--- src/rtl/mem_bus_bridge_pkg.sv ---
// ---------------------------------------------------------------------------
// mem_bus_bridge_pkg
// Shared definitions for the memory bus bridge slice: FSM state encoding,
// the CPU-phase constants that name each edge of the B_CLK/4 CPU cycle,
// default widths, and a phase-to-strobe decode helper.
// No ports (package).
// ---------------------------------------------------------------------------
package mem_bus_bridge_pkg;

    localparam int DEF_ADDR_W      = 32;
    localparam int DEF_DATA_W      = 32;
    localparam int DEF_ACK_TIMEOUT = 15;

    typedef enum logic [1:0] {
        ST_IDLE  = 2'd0,
        ST_ISSUE = 2'd1,
        ST_DONE  = 2'd2
    } state_t;

    // Phase value *before* the edge of interest: the strobe for phase p
    // marks the B_CLK edge on which the phase advances from p to p+1.
    localparam logic [1:0] CPU_EDGE_PHASE     = 2'd1;
    localparam logic [1:0] CAPTURE_PHASE      = 2'd2;
    localparam logic [1:0] STALL_UPDATE_PHASE = 2'd0;

    // One-hot decode of the current phase into per-edge strobes.
    function automatic logic [3:0] phase_onehot(input logic [1:0] ph);
        return 4'b0001 << ph;
    endfunction

endpackage

--- src/rtl/mem_bus_bridge_if.sv ---
// ---------------------------------------------------------------------------
// mem_bus_bridge_if
// Bundles the CPU-side and memory-side signals of the bridge.
//   slave  : bridge view (CPU request + memory response in, CPU response +
//            memory request out)
//   master : environment view (CPU model and memory model), the opposite.
// Parameters: ADDR_W, DATA_W.
// ---------------------------------------------------------------------------
interface mem_bus_bridge_if
    import mem_bus_bridge_pkg::*;
#(
    parameter int ADDR_W = DEF_ADDR_W,
    parameter int DATA_W = DEF_DATA_W
);
    logic              CPU_REQ;
    logic              CPU_WE;
    logic [ADDR_W-1:0] CPU_ADDR;
    logic [DATA_W-1:0] CPU_WDATA;
    logic [DATA_W-1:0] CPU_RDATA;
    logic              CPU_STALL;
    logic              CPU_ERR;
    logic              MEM_REQ;
    logic              MEM_WE;
    logic [ADDR_W-1:0] MEM_ADDR;
    logic [DATA_W-1:0] MEM_WDATA;
    logic [DATA_W-1:0] MEM_RDATA;
    logic              MEM_ACK;

    modport slave (
        input  CPU_REQ, CPU_WE, CPU_ADDR, CPU_WDATA, MEM_RDATA, MEM_ACK,
        output CPU_RDATA, CPU_STALL, CPU_ERR, MEM_REQ, MEM_WE, MEM_ADDR, MEM_WDATA
    );

    modport master (
        output CPU_REQ, CPU_WE, CPU_ADDR, CPU_WDATA, MEM_RDATA, MEM_ACK,
        input  CPU_RDATA, CPU_STALL, CPU_ERR, MEM_REQ, MEM_WE, MEM_ADDR, MEM_WDATA
    );

endinterface

--- src/rtl/mem_bus_bridge_phase.sv ---
// ---------------------------------------------------------------------------
// mem_bus_phase
// Free-running 2-bit phase counter that regenerates the B_CLK/4 CPU clock
// phase. edge_stb[p] is high while phase == p, i.e. it qualifies the next
// B_CLK edge as the p -> p+1 edge.
// Ports:
//   B_CLK    in   fast clock
//   RST      in   asynchronous active-high reset (phase -> 0)
//   phase    out  current phase 0..3
//   edge_stb out  one-hot per-edge strobes
// ---------------------------------------------------------------------------
module mem_bus_phase
    import mem_bus_bridge_pkg::*;
(
    input  logic       B_CLK,
    input  logic       RST,
    output logic [1:0] phase,
    output logic [3:0] edge_stb
);

    logic [1:0] phase_r;

    // Phase counter, wraps 3 -> 0.
    always_ff @(posedge B_CLK or posedge RST) begin
        if (RST) begin
            phase_r <= 2'd0;
        end else begin
            phase_r <= phase_r + 2'd1;
        end
    end

    assign phase    = phase_r;
    assign edge_stb = phase_onehot(phase_r);

endmodule

--- src/rtl/mem_bus_bridge.sv ---
// ---------------------------------------------------------------------------
// mem_bus_bridge
// Memory-side responder for CPU accesses. The CPU runs at B_CLK/4; this block
// runs on B_CLK, captures one CPU request per CPU cycle, runs a req/ack
// handshake with memory and stalls the CPU when memory is slow.
// Ports:
//   B_CLK  in   fast clock (memory clock)
//   RST    in   asynchronous active-high reset
//   bus    slave modport of mem_bus_bridge_if (CPU_* and MEM_* signals)
// Optional feature: define MEM_BUS_BRIDGE_TIMEOUT_EN to abort an access after
// ACK_TIMEOUT B_CLK cycles in ISSUE (CPU_ERR set, read data all ones).
// Without it ISSUE waits for MEM_ACK indefinitely and CPU_ERR stays 0.
// ---------------------------------------------------------------------------
module mem_bus_bridge
    import mem_bus_bridge_pkg::*;
#(
    parameter int ADDR_W = DEF_ADDR_W,
    parameter int DATA_W = DEF_DATA_W
`ifdef MEM_BUS_BRIDGE_TIMEOUT_EN
    ,
    parameter int ACK_TIMEOUT = DEF_ACK_TIMEOUT   // 3..255
`endif
)(
    input  logic B_CLK,
    input  logic RST,
    mem_bus_bridge_if.slave bus
);

    logic [1:0]        phase_s;
    logic [3:0]        ph_stb_s;
    logic              cap_stb_s;
    logic              cpu_edge_s;
    logic              stall_upd_s;
    logic              unused_stb_s;
    state_t            state_r;
    state_t            state_nxt_s;
    logic              capture_s;
    logic              ack_s;
    logic              tmo_s;
    logic              mem_req_r;
    logic              mem_we_r;
    logic [ADDR_W-1:0] mem_addr_r;
    logic [DATA_W-1:0] mem_wdata_r;
    logic [DATA_W-1:0] cpu_rdata_r;
    logic              cpu_stall_r;
    logic              cpu_err_r;

    mem_bus_phase u_phase (
        .B_CLK    (B_CLK),
        .RST      (RST),
        .phase    (phase_s),
        .edge_stb (ph_stb_s)
    );

    assign cap_stb_s    = ph_stb_s[CAPTURE_PHASE];
    assign cpu_edge_s   = ph_stb_s[CPU_EDGE_PHASE];
    assign stall_upd_s  = ph_stb_s[STALL_UPDATE_PHASE];
    assign unused_stb_s = ph_stb_s[3];

    assign capture_s = (state_r == ST_ISSUE) ? 1'b0 :
                       ((state_r == ST_IDLE) && cap_stb_s && bus.CPU_REQ);
    assign ack_s     = (state_r == ST_ISSUE) && bus.MEM_ACK;

`ifdef MEM_BUS_BRIDGE_TIMEOUT_EN
    localparam logic [7:0] TMO_LIMIT = 8'(ACK_TIMEOUT);
    logic [7:0] tmo_cnt_r;

    // Cycles spent in ISSUE; cleared on capture (entry into ISSUE).
    always_ff @(posedge B_CLK or posedge RST) begin
        if (RST) begin
            tmo_cnt_r <= 8'd0;
        end else if (capture_s) begin
            tmo_cnt_r <= 8'd0;
        end else if (state_r == ST_ISSUE) begin
            tmo_cnt_r <= tmo_cnt_r + 8'd1;
        end else begin
            tmo_cnt_r <= tmo_cnt_r;
        end
    end

    // Abort on the edge where the count reaches the limit, so MEM_REQ is
    // high for exactly ACK_TIMEOUT cycles.
    assign tmo_s = (state_r == ST_ISSUE) && !bus.MEM_ACK &&
                   ((tmo_cnt_r + 8'd1) == TMO_LIMIT);
`else
    assign tmo_s = 1'b0;
`endif

    // FSM state register.
    always_ff @(posedge B_CLK or posedge RST) begin
        if (RST) begin
            state_r <= ST_IDLE;
        end else begin
            state_r <= state_nxt_s;
        end
    end

    // FSM next state; DONE is only left at an unstalled CPU edge so a
    // held request from a stalled CPU is never captured twice.
    always_comb begin
        state_nxt_s = state_r;
        case (state_r)
            ST_IDLE: begin
                if (cap_stb_s && bus.CPU_REQ) state_nxt_s = ST_ISSUE;
                else                          state_nxt_s = ST_IDLE;
            end
            ST_ISSUE: begin
                if (bus.MEM_ACK || tmo_s) state_nxt_s = ST_DONE;
                else                      state_nxt_s = ST_ISSUE;
            end
            ST_DONE: begin
                if (cpu_edge_s && !cpu_stall_r) state_nxt_s = ST_IDLE;
                else                            state_nxt_s = ST_DONE;
            end
            default: state_nxt_s = ST_IDLE;
        endcase
    end

    // Request capture, completion/abort datapath and stall flag.
    always_ff @(posedge B_CLK or posedge RST) begin
        if (RST) begin
            mem_req_r   <= 1'b0;
            mem_we_r    <= 1'b0;
            mem_addr_r  <= {ADDR_W{1'b0}};
            mem_wdata_r <= {DATA_W{1'b0}};
            cpu_rdata_r <= {DATA_W{1'b0}};
            cpu_stall_r <= 1'b0;
            cpu_err_r   <= 1'b0;
        end else begin
            if (capture_s) begin
                mem_we_r    <= bus.CPU_WE;
                mem_addr_r  <= bus.CPU_ADDR;
                mem_wdata_r <= bus.CPU_WDATA;
                mem_req_r   <= 1'b1;
                cpu_err_r   <= 1'b0;
            end else if (ack_s) begin
                mem_req_r <= 1'b0;
                if (!mem_we_r) cpu_rdata_r <= bus.MEM_RDATA;
            end else if (tmo_s) begin
                mem_req_r <= 1'b0;
                cpu_err_r <= 1'b1;
                if (!mem_we_r) cpu_rdata_r <= {DATA_W{1'b1}};
            end
            // Stall decision is made one edge ahead of the CPU edge.
            if (stall_upd_s) begin
                cpu_stall_r <= (state_r == ST_ISSUE) && !bus.MEM_ACK;
            end
        end
    end

    assign bus.MEM_REQ   = mem_req_r;
    assign bus.MEM_WE    = mem_we_r;
    assign bus.MEM_ADDR  = mem_addr_r;
    assign bus.MEM_WDATA = mem_wdata_r;
    assign bus.CPU_RDATA = cpu_rdata_r;
    assign bus.CPU_STALL = cpu_stall_r;
    assign bus.CPU_ERR   = cpu_err_r;

endmodule

--- src/flat_wrapper.sv ---
// flat-port wrapper written by rule: the top's interface ports become plain ports
module mem_bus_bridge_flat import mem_bus_bridge_pkg::*;
#(
    parameter int ADDR_W = DEF_ADDR_W,
    parameter int DATA_W = DEF_DATA_W

)
  (B_CLK, RST, bus_CPU_REQ, bus_CPU_WE, bus_CPU_ADDR, bus_CPU_WDATA, bus_MEM_RDATA, bus_MEM_ACK, bus_CPU_RDATA, bus_CPU_STALL, bus_CPU_ERR, bus_MEM_REQ, bus_MEM_WE, bus_MEM_ADDR, bus_MEM_WDATA);
  mem_bus_bridge_if #(.ADDR_W(ADDR_W), .DATA_W(DATA_W)) bus_i ();
  input  logic B_CLK;
  input  logic RST;
  input wire logic [$bits(bus_i.CPU_REQ)-1:0] bus_CPU_REQ;
  input wire logic [$bits(bus_i.CPU_WE)-1:0] bus_CPU_WE;
  input wire logic [$bits(bus_i.CPU_ADDR)-1:0] bus_CPU_ADDR;
  input wire logic [$bits(bus_i.CPU_WDATA)-1:0] bus_CPU_WDATA;
  input wire logic [$bits(bus_i.MEM_RDATA)-1:0] bus_MEM_RDATA;
  input wire logic [$bits(bus_i.MEM_ACK)-1:0] bus_MEM_ACK;
  output wire logic [$bits(bus_i.CPU_RDATA)-1:0] bus_CPU_RDATA;
  output wire logic [$bits(bus_i.CPU_STALL)-1:0] bus_CPU_STALL;
  output wire logic [$bits(bus_i.CPU_ERR)-1:0] bus_CPU_ERR;
  output wire logic [$bits(bus_i.MEM_REQ)-1:0] bus_MEM_REQ;
  output wire logic [$bits(bus_i.MEM_WE)-1:0] bus_MEM_WE;
  output wire logic [$bits(bus_i.MEM_ADDR)-1:0] bus_MEM_ADDR;
  output wire logic [$bits(bus_i.MEM_WDATA)-1:0] bus_MEM_WDATA;
  assign bus_i.CPU_REQ = bus_CPU_REQ;
  assign bus_i.CPU_WE = bus_CPU_WE;
  assign bus_i.CPU_ADDR = bus_CPU_ADDR;
  assign bus_i.CPU_WDATA = bus_CPU_WDATA;
  assign bus_i.MEM_RDATA = bus_MEM_RDATA;
  assign bus_i.MEM_ACK = bus_MEM_ACK;
  assign bus_CPU_RDATA = bus_i.CPU_RDATA;
  assign bus_CPU_STALL = bus_i.CPU_STALL;
  assign bus_CPU_ERR = bus_i.CPU_ERR;
  assign bus_MEM_REQ = bus_i.MEM_REQ;
  assign bus_MEM_WE = bus_i.MEM_WE;
  assign bus_MEM_ADDR = bus_i.MEM_ADDR;
  assign bus_MEM_WDATA = bus_i.MEM_WDATA;
  mem_bus_bridge #(.ADDR_W(ADDR_W), .DATA_W(DATA_W)) u_core (.B_CLK(B_CLK), .RST(RST), .bus(bus_i));
endmodule
--- config.mk ---
export PLATFORM = sky130hd
export DESIGN_NAME = mem_bus_bridge_flat
export DESIGN_NICKNAME = d
export VERILOG_FILES = /design/src/rtl/mem_bus_bridge_pkg.sv /design/src/rtl/mem_bus_bridge_if.sv /design/src/rtl/mem_bus_bridge_phase.sv /design/src/rtl/mem_bus_bridge.sv /design/src/flat_wrapper.sv
export SDC_FILE = /design/constraint.sdc
export NUM_CORES = 1
export LEC_CHECK = 0
export CELL_PAD_IN_SITES_DETAIL_PLACEMENT = 2
export CELL_PAD_IN_SITES_GLOBAL_PLACEMENT = 2
export CORE_UTILIZATION = 27
export DETAILED_ROUTE_END_ITERATION = 16
export PLACE_DENSITY_LB_ADDON = 0.1
export RECOVER_POWER = 50
export SETUP_SLACK_MARGIN = 0.5
export SLEW_MARGIN = 0
export SYNTH_ARGS = -nofsm -noshare
export SYNTH_HDL_FRONTEND = slang
export SYNTH_SLANG_ARGS = --single-unit
--- constraint.sdc ---
create_clock -name B_CLK -period 4.4 [get_ports B_CLK]
set_clock_uncertainty 0.1 [all_clocks]
set_input_delay 0.88 -clock B_CLK [delete_from_list [all_inputs] [get_ports B_CLK]]
set_output_delay 0.88 -clock B_CLK [all_outputs]
set_load 0.01 [all_outputs]
==> results by stage <==
Status:
- The run finished, with violations left.
- The checks that failed: max-capacitance violations, max-slew violations.

Job:
- The tool flagged a number of max-cap violations equal to 1.

Synthesis:
- In this run, synthesis produced a sequential element count of just over 100.
- The compound-gate portion of the synthesized area is less than 1%.
- Yosys mapped a number of flops with a built-in enable equal to 0.
- For this run, asynchronously set or reset flops after synthesis account for between 90% and 100%.
- The simple-gate share of the synthesized area is a little over 2%.
- The synthesized-area fraction occupied by xor and xnor cells is 0%.
- The net count after synthesis is around 340.
- Measured against the total synthesized area, the mux share comes to around 30%.
- The synthesized instance count is 233.
- The fraction of the mapped netlist area in adder cells is less than 1%.
- The area share of the largest cell type after synthesis is a little over 60%.
- The biggest area contributor in the post-synthesis netlist is dfrtp_1.
- The number of different library cells used by synthesis comes to 22.
- The post-synthesis area per instance is about 18 µm².
- During synthesis, Yosys emitted a total of 0 warnings.
- After synthesis, flip-flops and latches occupy between 60% and 70% of the total area.
- Yosys attributes the largest share of cell area to dfrtp_1 (61%), mux2_4 (18%), mux2_2 (10%), buf_12 (2.9%), mux2_1 (2.7%).
- The most frequently used cell type in the post-synthesis netlist is dfrtp_1.
- Ranked by instance count, the synthesized netlist is headed by dfrtp_1 (103), mux2_4 (50), mux2_2 (38).
- After synthesis, the largest family of logic cells by area is multiplexers.
- The area of the mapped netlist is between 4000 and 5000 µm².
- The top flip-flop cell by instance count after synthesis is dfrtp_1.

Setup path:
- The worst setup path is launched from a primary input.
- The worst reg2reg path endpoint is u_core.bus.MEM_ADDR[13].
- The worst register-to-register path begins at u_core.u_phase.phase[0].
- The logic depth of the worst register-to-register path is 5.
- For the worst setup path, the data arrival time is about 3.2 ns.
- In this run the worst path has a maximum fanout of 54.
- The kind of critical path is in -> async.
- The critical path capture point type is an asynchronous set/reset pin.
- The setup slack on the worst flop-to-flop path is 2.07 ns.
- The worst path required time is 4.81 ns.

Detailed routing:
- The pre-antenna-repair detailed-routing pass consisted of 2 iterations.
- The post-detailed-route wirelength per cell is 17.7 µm.
- The number of remaining DRC errors is 0.
- The detail route stage leaves a number of antenna-violating nets equal to 0.
- Across all layers, the routed design uses around 2700 vias.
- The total wire length is 11100 µm.
- The detailed-route vias per instance is approximately 4.3.
- The detailed router finished its first iteration with 43 violations.

STA:
- Setup repair after global routing left no endpoint under its margin.
- The clock period minus final worst setup slack is about 2.8 ns.
- The final count of pins violating max slew is 50.
- The count of endpoints failing setup in the final report is 0.
- The maximum frequency from static timing analysis is 355 MHz.
- The headroom to the max-slew limit is -58.3%.
- Summed over all failing endpoints, the final setup total negative slack is 0 ns.
- The final-report hold violation count is 0.
- For the pin with the worst max-slew slack, the measured transition is about 2.4 ns.
- The worst path uses between 60% and 70% of the clock period.

Layout:
- The number of nets in the final layout is between 500 and 600.
- From synthesis to final layout, the design area changed by 56.8%.
- Once layout is complete, the utilization of the core stands at 43.3%.
- The final instance count without filler cells is 627.
- The proportion of layout cells with a drive suffix above 1 is between 20% and 30%.
- The number of antenna diodes in the final layout is 0.

Power and ir drop:
- Dividing total power by cell area gives a power density of about 430 nW/µm².
- The leakage power is between 0.002 and 0.003 µW.
- The maximum vdd ir drop is 0.234 mV.
- Power comes to between 2000 and 3000 µW.

Floorplanning:
- The area of the die is 16100 µm².
- In this run the core area contains between 40 and 50 standard-cell rows.
- Once the floorplan was initialized, standard cells occupied 27.6% of the core.
- The floorplan step defined a core boundary enclosing about 15000 µm².
- The floorplan step set the die width to between 100 and 150 µm.
- The height of the chip is between 100 and 150 µm.
- approximately 200 I/O pins were placed.

Place:
- The count of buffers added on input and output ports is approximately 200.
- In this run, placement finished with an instance count of slightly above 600.
- Summed over all nets, the half-perimeter wirelength after detailed placement is between 8000 and 9000 µm.
- The placer's final routability congestion estimate is ~0.66.

CTS:
- In this run, post-CTS repair resized a total of 0 instances.
- The deepest clock path buffer count is 2.
- The number of buffers added to fix hold violations after cts is 0.
- In this run the number of H-tree levels came out at 3.
- The clock-pin slew of the registers on the worst-case setup and hold paths is roughly 0.07 ns.
- Buffers inserted during clock tree synthesis total 9.
- The number of setup buffers added after CTS is 0.
- The clock tree from TritonCTS is yes.
- Counting every sink on the clock net gives approximately 100.
- The insertion delay to the later sink of the worst-skew pair is 0.34 ns.
- In this run the clock root is driven by a clkbuf_16.

Global routing:
- The number of global-route vias before repair is around 3000.
- The initial antenna violation count is 1.
- The first-pass GRT wire length is 17400 µm.
- Entering global routing, the biggest net connects 55 pins.
- Global routing used between 10% and 20% of the available tracks.
- After global routing the overflow that remains totals 0.

Min path:
- The startpoint identified for the worst hold timing path is u_core.u_phase.phase[0].
- For hold timing, the worst endpoint is u_core.u_phase.phase[0].
- The path class of the lowest-slack min-delay path is reg -> reg.
- Along the worst hold path, the cell count comes to 1.
## per-stage QoR
step | setup slack, ns | hold slack (ns) | instance area [µm²]
after floorplan | 0.716 | 0.334 | 4200
after CTS | 1.74 | 0.377 | 6590
final | 1.58 | 0.366 | 6590
after global placement | 1.39 | 0.350 | 6300
after global routing | 1.22 | 0.400 | 6590
after detailed placement | 1.36 | 0.369 | 6300
## area by class of cell
class	instances	area, µm²
Fill cell	1484	8610
Sequential cell	103	2580
Timing Repair Buffer	202	2040
Multi-Input combinational cell	115	1440
Clock buffer	10	239
Tap cell	188	235
Clock inverter	6	46.3
Inverter	3	12.5
## power breakdown
part | switching, µW | total [µW] | internal [µW]
Sequential | 103 | 1250 | 1140
Clock | 370 | 772 | 402
Combinational | 278 | 816 | 538
Total | 751 | 2840 | 2080
## sequential cells by signal, indices dropped and copies added (netlist names)
signal                cells
u_core.bus.CPU_RDATA     32
u_core.bus.MEM_ADDR      32
u_core.bus.MEM_WDATA     32
u_core.state_r            2
u_core.u_phase.phase      2
u_core.bus.CPU_STALL      1
u_core.bus.MEM_REQ        1
u_core.bus.MEM_WE         1
## critical path, stage by stage
cell and delay, ns:
dlygate4sd3_1 0.55, clkinvlp_2 1.33, buf_12 0.39
## placed cells by master (no fill, tap or decap), drive strengths merged
cell	synthesis	final
clkdlybuf4s50	0	154
dfrtp	103	103
mux2	98	98
dlygate4sd3	0	45
clkbuf	0	10
clkinv	0	4
ha	3	3
clkinvlp	0	3
buf	12	3
nand3b	2	2
inv	3	2
nand2b	2	2
and4bb	2	2
or2b	1	1
nor2b	1	1
o21ai	1	1
a21oi	1	1
and3b	1	1
o211a	1	1
nor3b	1	1
conb	1	1
## cell families after synthesis
family	Yosys count
adder cells (fa/ha/maj)	3
buffers and inverters	15
AO/OA/AOI/OAI	3
AND/OR/NAND/NOR	10
other	1
flip-flops	103
multiplexers	98
## worst max path at each step
stage / from / to / cells past startpoint
floorplan: RST / u_core.bus.CPU_RDATA[0] / 1
global placement: bus_CPU_REQ / u_core.bus.MEM_ADDR[13] / 4
detailed placement: bus_CPU_REQ / u_core.bus.MEM_ADDR[15] / 4
CTS: bus_CPU_REQ / u_core.bus.MEM_ADDR[13] / 4
global route: RST / u_core.bus.MEM_ADDR[27] / 2
finish: RST / u_core.bus.MEM_WDATA[31] / 3
## metal layers
layer | routed length [µm] | track usage (%)
met3 | 794 | 4.81
met1 | 4660 | 17.6
met2 | 5480 | 23.9
met4 | 148 | 5.04
met5 | 13 | 0
Note: power is estimated with default switching activity, not from simulation.
